`config.mk`:
```
export PLATFORM = sky130hd
export DESIGN_NAME = pc_sequencer_flat
export DESIGN_NICKNAME = d
export VERILOG_FILES = /design/src/rtl/pc_sequencer_if.sv /design/src/rtl/pc_sequencer.sv /design/src/flat_wrapper.sv
export SDC_FILE = /design/constraint.sdc
export NUM_CORES = 1
export LEC_CHECK = 0
export BUFFER_PORTS_ARGS = -buffer_cell sky130_fd_sc_hd__buf_2
export CAP_MARGIN = 20
export CORE_MARGIN = 1
export CORE_UTILIZATION = 55
export DETAILED_ROUTE_END_ITERATION = 8
export GPL_TIMING_DRIVEN = 0
export PLACE_DENSITY = 0.81
export SYNTH_ARGS = -nofsm -noshare
export SYNTH_HDL_FRONTEND = slang
export SYNTH_SLANG_ARGS = --single-unit
```
`constraint.sdc`:
```
create_clock -name clk -period 4.5 [get_ports clk]
set_input_delay 0.45 -clock clk [delete_from_list [all_inputs] [get_ports clk]]
set_output_delay 0.45 -clock clk [all_outputs]
set_load 0.05 [all_outputs]
```
`src/rtl/pc_sequencer_if.sv`:
```
// pc_sequencer_if: fetch/decode handshake bundle between pc_sequencer, instruction memory and IF/ID.
interface pc_sequencer_if;
    logic        stall;
    logic        fetch_ack;
    logic        dec_valid;
    logic        jump;
    logic [25:0] jump_imm;
    logic        branch_taken;
    logic [15:0] branch_imm;
    logic        jr;
    logic [31:0] jr_target;
    logic        fetch_req;
    logic [31:0] fetch_pc;
    logic [31:0] dec_pc;
    logic [31:0] dec_pcplus4;
    logic        if_valid;
    logic        flush;
    modport master (
        input  stall, fetch_ack, dec_valid, jump, jump_imm, branch_taken, branch_imm, jr, jr_target,
        output fetch_req, fetch_pc, dec_pc, dec_pcplus4, if_valid, flush
    );
    modport slave (
        output stall, fetch_ack, dec_valid, jump, jump_imm, branch_taken, branch_imm, jr, jr_target,
        input  fetch_req, fetch_pc, dec_pc, dec_pcplus4, if_valid, flush
    );
endinterface

```
`src/rtl/pc_sequencer.sv`:
```
// pc_sequencer: fetch PC register, imem request/ack handshake and jump/jr/branch redirect resolution.
module pc_sequencer #(
    parameter logic [31:0] RESET_PC = 32'h0000_0000
) (
    input logic            clk,
    input logic            reset,
    pc_sequencer_if.master bus
);
    typedef enum logic [1:0] {BOOT, FETCH, HOLD} state_t;
    state_t      state, state_n;
    logic [31:0] pc, pc_n, dpc, dpc_n, tgt, tgt_n, base, target;
    logic        pend, pend_n, redir, valid;
    assign base   = dpc + 32'd4;
    assign target = bus.jr   ? {bus.jr_target[31:2], 2'b00} :
                    bus.jump ? {base[31:28], bus.jump_imm, 2'b00} :
                               base + {{14{bus.branch_imm[15]}}, bus.branch_imm, 2'b00};
    assign redir  = bus.dec_valid & ~bus.stall & (bus.jr | bus.jump | bus.branch_taken);
    always_ff @(posedge clk or posedge reset)
        if (reset) begin
            state <= BOOT;
            pc    <= RESET_PC;
            dpc   <= RESET_PC;
            pend  <= 1'b0;
            tgt   <= RESET_PC;
        end else begin
            state <= state_n;
            pc    <= pc_n;
            dpc   <= dpc_n;
            pend  <= pend_n;
            tgt   <= tgt_n;
        end
    // A word returned while a redirect is live or pending belongs to the wrong path and is dropped.
    always_comb begin
        state_n = state;
        pc_n    = pc;
        dpc_n   = dpc;
        pend_n  = pend;
        tgt_n   = tgt;
        valid   = 1'b0;
        case (state)
            BOOT: state_n = FETCH;
            FETCH:
                if (bus.fetch_ack) begin
                    if (redir | pend) begin
                        pc_n   = redir ? target : tgt;
                        pend_n = 1'b0;
                    end else if (bus.stall) state_n = HOLD;
                    else begin
                        valid = 1'b1;
                        dpc_n = pc;
                        pc_n  = pc + 32'd4;
                    end
                end else if (redir) begin
                    pend_n = 1'b1;
                    tgt_n  = target;
                end
            HOLD: begin
                pc_n    = redir ? target : pc;
                state_n = bus.stall ? HOLD : FETCH;
            end
            default: state_n = BOOT;
        endcase
    end
    assign bus.fetch_req   = (state == FETCH);
    assign bus.fetch_pc    = pc;
    assign bus.dec_pc      = dpc;
    assign bus.dec_pcplus4 = base;
    assign bus.if_valid    = valid;
    assign bus.flush       = redir;
endmodule

```
`src/flat_wrapper.sv`:
```
// flat-port wrapper written by rule: the top's interface ports become plain ports
module pc_sequencer_flat 
#(
    parameter logic [31:0] RESET_PC = 32'h0000_0000
)
  (clk, reset, bus_stall, bus_fetch_ack, bus_dec_valid, bus_jump, bus_jump_imm, bus_branch_taken, bus_branch_imm, bus_jr, bus_jr_target, bus_fetch_req, bus_fetch_pc, bus_dec_pc, bus_dec_pcplus4, bus_if_valid, bus_flush);
  pc_sequencer_if bus_i ();
  input logic clk;
  input logic reset;
  input wire logic [$bits(bus_i.stall)-1:0] bus_stall;
  input wire logic [$bits(bus_i.fetch_ack)-1:0] bus_fetch_ack;
  input wire logic [$bits(bus_i.dec_valid)-1:0] bus_dec_valid;
  input wire logic [$bits(bus_i.jump)-1:0] bus_jump;
  input wire logic [$bits(bus_i.jump_imm)-1:0] bus_jump_imm;
  input wire logic [$bits(bus_i.branch_taken)-1:0] bus_branch_taken;
  input wire logic [$bits(bus_i.branch_imm)-1:0] bus_branch_imm;
  input wire logic [$bits(bus_i.jr)-1:0] bus_jr;
  input wire logic [$bits(bus_i.jr_target)-1:0] bus_jr_target;
  output wire logic [$bits(bus_i.fetch_req)-1:0] bus_fetch_req;
  output wire logic [$bits(bus_i.fetch_pc)-1:0] bus_fetch_pc;
  output wire logic [$bits(bus_i.dec_pc)-1:0] bus_dec_pc;
  output wire logic [$bits(bus_i.dec_pcplus4)-1:0] bus_dec_pcplus4;
  output wire logic [$bits(bus_i.if_valid)-1:0] bus_if_valid;
  output wire logic [$bits(bus_i.flush)-1:0] bus_flush;
  assign bus_i.stall = bus_stall;
  assign bus_i.fetch_ack = bus_fetch_ack;
  assign bus_i.dec_valid = bus_dec_valid;
  assign bus_i.jump = bus_jump;
  assign bus_i.jump_imm = bus_jump_imm;
  assign bus_i.branch_taken = bus_branch_taken;
  assign bus_i.branch_imm = bus_branch_imm;
  assign bus_i.jr = bus_jr;
  assign bus_i.jr_target = bus_jr_target;
  assign bus_fetch_req = bus_i.fetch_req;
  assign bus_fetch_pc = bus_i.fetch_pc;
  assign bus_dec_pc = bus_i.dec_pc;
  assign bus_dec_pcplus4 = bus_i.dec_pcplus4;
  assign bus_if_valid = bus_i.if_valid;
  assign bus_flush = bus_i.flush;
  pc_sequencer #(.RESET_PC(RESET_PC)) u_core (.clk(clk), .reset(reset), .bus(bus_i));
endmodule
```
== Word-level counts from Yosys, hierarchy flattened ==
Index checks and enable logic that the tools add are counted.

* Bits of input ports: 82
* Output and inout port bits: 99
* Register bits: 99
* Logic and storage cells: 52

* Reduce and logical (&&, ||, !) cells: 8
* Equal/unequal tests: 8
* Mux-type cells: 20
* Bitwise logic cells: 8
* Add/subtract/negate cells: 3

{| class="wikitable"
|+ Operators with widths
! operator !! number
|-
| 32-bit 2-to-1 mux || 7
|-
| 32-bit by 3-bit adder with 32-bit output (second input constant) || 2
|-
| 32-bit one-hot mux with 2 select lines || 1
|-
| 32-bit adder || 1
|-
| 2-bit 2-to-1 mux || 4
|-
| 4-bit AND reduction || 2
|-
| 1-bit 2-to-1 mux || 7
|-
| 2-bit inequality test (second input constant) || 3
|-
| 2-bit one-hot mux with 3 select lines || 1
|-
| 3-bit AND reduction || 2
|-
| 2-bit by 1-bit inequality test with 1-bit output (second input constant) || 2
|-
| 2-bit nonzero test || 2
|-
| 3-bit by 2-bit inequality test with 1-bit output (second input constant) || 1
|-
| 1-bit inverter || 3
|-
| 1-bit bitwise OR || 3
|-
| 1-bit bitwise AND || 2
|-
| 2-bit by 1-bit equality test with 1-bit output (second input constant) || 1
|-
| 2-bit equality test (second input constant) || 1
|-
| 2-bit zero test || 1
|-
| 2-bit AND reduction || 1
|}

== Logic depth before layout (Yosys ltp) ==
* Word-level depth: 8
* Mapped depth: 16
* Gate-level depth less buffers: 16

== Worst setup path after synthesis ==
Ideal clock, no wire load.

* Path kind: register to register
* Start point: register u_core.dpc[3] (netlist: u_core.bus.dec_pc[3])
* End point: register u_core.pc[31] (netlist: u_core.bus.fetch_pc[31])
* Setup time: 103 ps
* Arrival: 4,775 ps
* Stages on the path, launching flop included: 16
* Path slack: -379 ps
* Cells stage by stage: dfrtp_1 -> ha_1 -> nand2_1 -> nor3_2 -> nand4_1 -> nor3_2 -> and3_1 -> xor2_1 -> ha_1 -> a21oi_1 -> and2b_2 -> nor3b_1 -> nand4_1 -> a31oi_1 -> nand4_1 -> o41ai_2

* Cells in the longest elaborated chain, start to end: 8
* Elaborated cells on any way between the ends: 9
* Those cells by class: add/sub: 2; mux: 7

{| class="wikitable"
|+ RTL lines
! what !! RTL line !! text
|-
| start: declaration || pc_sequencer.sv:11 || <nowiki>logic [31:0] pc, pc_n, dpc, dpc_n, tgt, tgt_n, base, target;</nowiki>
|-
| start signal: assignment || pc_sequencer.sv:28 || <nowiki>dpc <= dpc_n;</nowiki>
|-
| 32-bit by 3-bit adder with 32-bit output * || pc_sequencer.sv:13 || <nowiki>assign base = dpc + 32'd4;</nowiki>
|-
| net bus_dec_pcplus4[28] || flat_wrapper.sv:22 || <nowiki>output wire logic [$bits(bus_i.dec_pcplus4)-1:0] bus_dec_pcplus4;</nowiki>
|-
| 32-bit adder * || pc_sequencer.sv:16 || <nowiki>base + {{14{bus.branch_imm[15]}}, bus.branch_imm, 2'b00};</nowiki>
|-
| 32-bit 2-to-1 mux * || pc_sequencer.sv:15 || <nowiki>bus.jump ? {base[31:28], bus.jump_imm, 2'b00} :</nowiki>
|-
| 32-bit 2-to-1 mux * || pc_sequencer.sv:14 || <nowiki>assign target = bus.jr ? {bus.jr_target[31:2], 2'b00} :</nowiki>
|-
| 32-bit 2-to-1 mux || pc_sequencer.sv:45 || <nowiki>pc_n = redir ? target : tgt;</nowiki>
|-
| 32-bit 2-to-1 mux || pc_sequencer.sv:44 || <nowiki>if (redir | pend) begin</nowiki>
|-
| 32-bit 2-to-1 mux || pc_sequencer.sv:43 || <nowiki>if (bus.fetch_ack) begin</nowiki>
|-
| 32-bit one-hot mux with 2 select lines * || pc_sequencer.sv:40 || <nowiki>case (state)</nowiki>
|-
| end signal: assignment || pc_sequencer.sv:27 || <nowiki>pc <= pc_n;</nowiki>
|-
| end: declaration || pc_sequencer.sv:11 ||
|}

Mark *: on every way through the listed nets, which the timed path passes. The rest lies on a longest branch. The select of a mux whose other input is x is not followed.
A chain may end at the register's enable or synchronous reset.

== Worst setup path in the final report ==
* Start point: register u_core.dpc[2] (netlist: u_core.bus.dec_pc[2])
* End point: register u_core.pc[31] (netlist: u_core.bus.fetch_pc[31])

* Cells in the longest elaborated chain, start to end: 8
* Elaborated cells on any way between the ends: 9
* Those cells by class: add/sub: 2; mux: 7

{| class="wikitable"
|+ RTL lines
! what !! RTL line
|-
| 32-bit by 3-bit adder with 32-bit output * || pc_sequencer.sv:13
|-
| 32-bit adder || pc_sequencer.sv:16
|-
| 32-bit 2-to-1 mux * || pc_sequencer.sv:15
|-
| 32-bit 2-to-1 mux * || pc_sequencer.sv:14
|-
| 32-bit 2-to-1 mux || pc_sequencer.sv:45
|-
| 32-bit 2-to-1 mux || pc_sequencer.sv:44
|-
| 32-bit 2-to-1 mux || pc_sequencer.sv:43
|-
| 32-bit one-hot mux with 2 select lines * || pc_sequencer.sv:40
|}

Every way passes the cells marked *; elsewhere a longest branch is shown, timed or not. The select of a mux whose other input is x is not followed.

==> impl_metrics.csv <==
group,metric,value,unit
layout,final_core_util,67.9,%
sta,drv_slew,0,
synth,synth_top_cells_by_area,"dfrtp_1 (32%), ha_1 (6.1%), nand2_1 (6.0%), o21ai_0 (5.6%), mux2_2 (5.0%)",
layout,fill_cells,1232,
pwr,ir_drop,0.000563,V
outcome,status,"completed",
synth,synth_mux_area_share,6.33,%
synth,synth-compound-area-share,24.6,%
drt,first_pass_iters,5,
sta,period_share,96.8,%
synth,synth_top_family_by_area,"compound AO/OA/AOI/OAI gates",
setup_path,arrival,4.61,ns
synth,synthXorXnorAreaFrac,6.38,%
synth,yosysWarnings,0,
sta,slew_headroom,43.6,%
synth,synth_cells,934,
clock_network,cts_buffers,9,
setup_path,worst_ep_required_time,4.75,ns
setup_path,criticalPathCategory,"register to register",
clock_network,cts_buffer_depth,2,
drt,drt-total-wl,27200,um
drt,ant_nets,0,
layout,nets,1254,
synth,syn_area,7810,um2
layout,final_layout_size_suffix_gt1_share,25.1,%
synth,synth_edf_count,0,
setup_path,cp_max_fo,8,
global_routing,grt_pass1_vias,7778,
clock_network,tritoncts,"done",
layout,final_cells,1318,
floorplan,die_x,121,um
drt,vias_per_cell,6.43,
job,cap_violations,0,
clock_network,cts_sinks,99,
setup_path,crit_chain,"ha_1 -> nand2_1 -> nor3_4 -> nand4_1 -> nor3_4 -> and3_2 -> xor2_4 -> ha_2 -> a21oi_4 -> and2b_2 -> nor3b_4 -> nand4_1 -> a31oi_1 -> nand4_1 -> o41ai_2",
layout,area_growth,20.7,%
setup_path,critPathTopFamily,"simple AND/OR/NAND/NOR gates",
synth,synth_top_area_share,31.7,%
setup_path,cp_common_cell,"nand4_1",
clock_network,htree_levels,3,
floorplan,start_util,56.2,%
synth,syn-num-nets,1055,
layout,diodes,0,
synth,ys_ff_latch,99,
clock_network,cts_root_buffer,"clkbuf_16",
pwr,p_leak,4.31,nW
floorplan,dieHeight,121,um
synth,async_reset_ff_share,100,%
setup_path,critPathBufInv,0,
drt,drc,0,
placement,gp_congestion,0.930,
synth,synth_largest_area_cell,"dfrtp_1",
setup_path,max_stage_delay,0.42,ns
sta,tightest_slew,0.843,ns
global_routing,grt-ovfl-total,0,
sta,setup_violations,0,
global_routing,antenna_found_initial,0,
placement,port_buffers,177,
drt,drtIter0Drc,1117,
floorplan,core-area,13900,um2
synth,synth_adder_area_share,6.35,%
setup_path,crit_path_start_kind,"register",
placement,dpl.cell_count,1293,
global_routing,grt_max_degree,71,
sta,rsz0062_at_grt,"no",
drt,wl_per_cell,20.6,um
sta,fin_worst_skew,0.0140,ns
drt,vias,8469,
synth,yosysUniqueCellTypes,78,
sta,finalHoldViolations,0,
setup_path,endpoint_kind,"register",
floorplan,io_pins,181,
worst_hold_path,hold_path.class,"input port to asynchronous set/reset pin",
sta,period_needed,4.36,ns
global_routing,grt_usage,38.0,%
clock_network,path_clk_slew,0.07,ns
sta,fmax,229,MHz
global_routing,grt_first_pass_wirelength,42400,um
setup_path,worst_path_max_delay_cell,"dfrtp_2",
synth,ys.flop_type,"dfrtp_1",
clock_network,clk_latency,0.36,ns
clock_network,holdBufCountCts,0,
synth,syn_area_per_cell,8.36,um2
floorplan,fp-row-count,43,
synth,synth-simple-area-share,20.7,%
pwr,p_per_area,841,nW/um2
floorplan,dieArea,14700,um2
placement,place_hpwl,20500,um
synth,ys_seq_area_share,31.7,%
## per-stage QoR
stage | TNS [ns] | power (mW) | setup slack (ns) | cell area (um2) | hold slack [ns]
floorplan | 0 | 5.69 | 0.00522 | 7860 | 0.441
global placement | -1.25 | 6.94 | -0.703 | 8970 | 0.458
detailed placement | -1.17 | 7.04 | -0.657 | 9010 | 0.466
CTS | 0 | 7.80 | 0.0147 | 9330 | 0.114
global route | 0 | 8.40 | 0.00340 | 9420 | 0.127
finish | 0 | 7.93 | 0.142 | 9420 | 0.0913
## sequential cells by signal, indices dropped and copies added, names as in the netlist
signal               flops
u_core.bus.dec_pc       32
u_core.bus.fetch_pc     32
u_core.tgt              32
u_core.state             2
u_core.pend              1
## final timing paths
path | from | endpoint | slack, ns | cells past startpoint
worst max-delay path | u_core.bus.dec_pc[2] | u_core.bus.fetch_pc[31] | 0.14 | 15
worst min-delay path | reset | u_core.bus.fetch_pc[31] | 0.09 | 2
worst max register to register | u_core.bus.dec_pc[2] | u_core.bus.fetch_pc[31] | 0.14 | 15
worst min register to register | u_core.tgt[3] | u_core.tgt[3] | 0.48 | 2
max in group asynchronous | reset | u_core.bus.dec_pc[2] | 3.73 | 3
min in group clk | bus_fetch_ack | u_core.pend | 0.31 | 2
## layout make-up
cell class	count	area, um2	share of cell area [%]
multi-input combinational	759	5120	54.3
sequential	99	2480	26.3
timing repair buffer	189	1010	10.7
clock buffer	10	229	2.43
tap	180	225	2.39
buffer	49	208	2.20
inverter	26	100	1.06
clock inverter	6	50.0	0.531
## kinds of logic after synthesis
group           Yosys count
xor+xnor                 56
buf+inv                  76
simple gates            326
mux                      45
flops                    99
fa+ha+maj                39
compound gates          293
## cells in the mapped netlist, types with 4 or more instances
| library cell | number |
|---|---|
| a21o_1 | 9 |
| o211ai_1 | 15 |
| nand2_1 | 124 |
| o311ai_0 | 5 |
| ha_1 | 38 |
| a211o_1 | 5 |
| nor4_1 | 4 |
| clkbuf_1 | 40 |
| or3_1 | 9 |
| xor2_1 | 28 |
| a22oi_1 | 13 |
| o21a_1 | 10 |
| o21bai_1 | 4 |
| nor2b_1 | 5 |
| o21ai_0 | 87 |
| mux2_2 | 35 |
| dfrtp_1 | 99 |
| nand3_1 | 32 |
| mux2i_1 | 10 |
| a21oi_1 | 58 |
| nand2b_1 | 4 |
| and2_1 | 4 |
| nand4_1 | 21 |
| nor3_1 | 11 |
| a31oi_1 | 11 |
| xnor2_1 | 27 |
| and3_1 | 15 |
| o22ai_1 | 7 |
| nand3b_1 | 4 |
| o221ai_1 | 5 |
| buf_2 | 5 |
| nor2_1 | 68 |
| a211oi_1 | 8 |
| o31ai_1 | 15 |
| o41ai_1 | 4 |
| inv_1 | 25 |
| a221o_1 | 4 |
## repair_timing
item / CTS / global route
resized for setup: 4 / 8
setup endpoints to repair: 2 / 6
setup buffers: 2 / 8
pin swaps: 4 / 12
## report_power, final
group | switching, mW | internal (mW) | total [mW]
registers | 0.593 | 1.31 | 1.91
logic | 3.65 | 1.62 | 5.27
clock network | 0.366 | 0.381 | 0.747
## per-layer routing
metal	track usage (%)	vias up	part of all wire (%)
met3	5.83	80	9.1
met4	13.7	0	3.3
met2	59.9	484	46
met5	0	-	0
li1	-	3840	-
met1	52.8	4065	42
## cell usage in the layout (no fill, tap or decap), drive strengths merged, types with 32 or more instances in the layout
cell type	n
nor2	68
mux2	35
o21ai	90
a21oi	59
ha	38
nand2	124
dfrtp	99
nand3	32
clkbuf	50
buf	198
No activity file was read; power rests on OpenSTA's default activity.
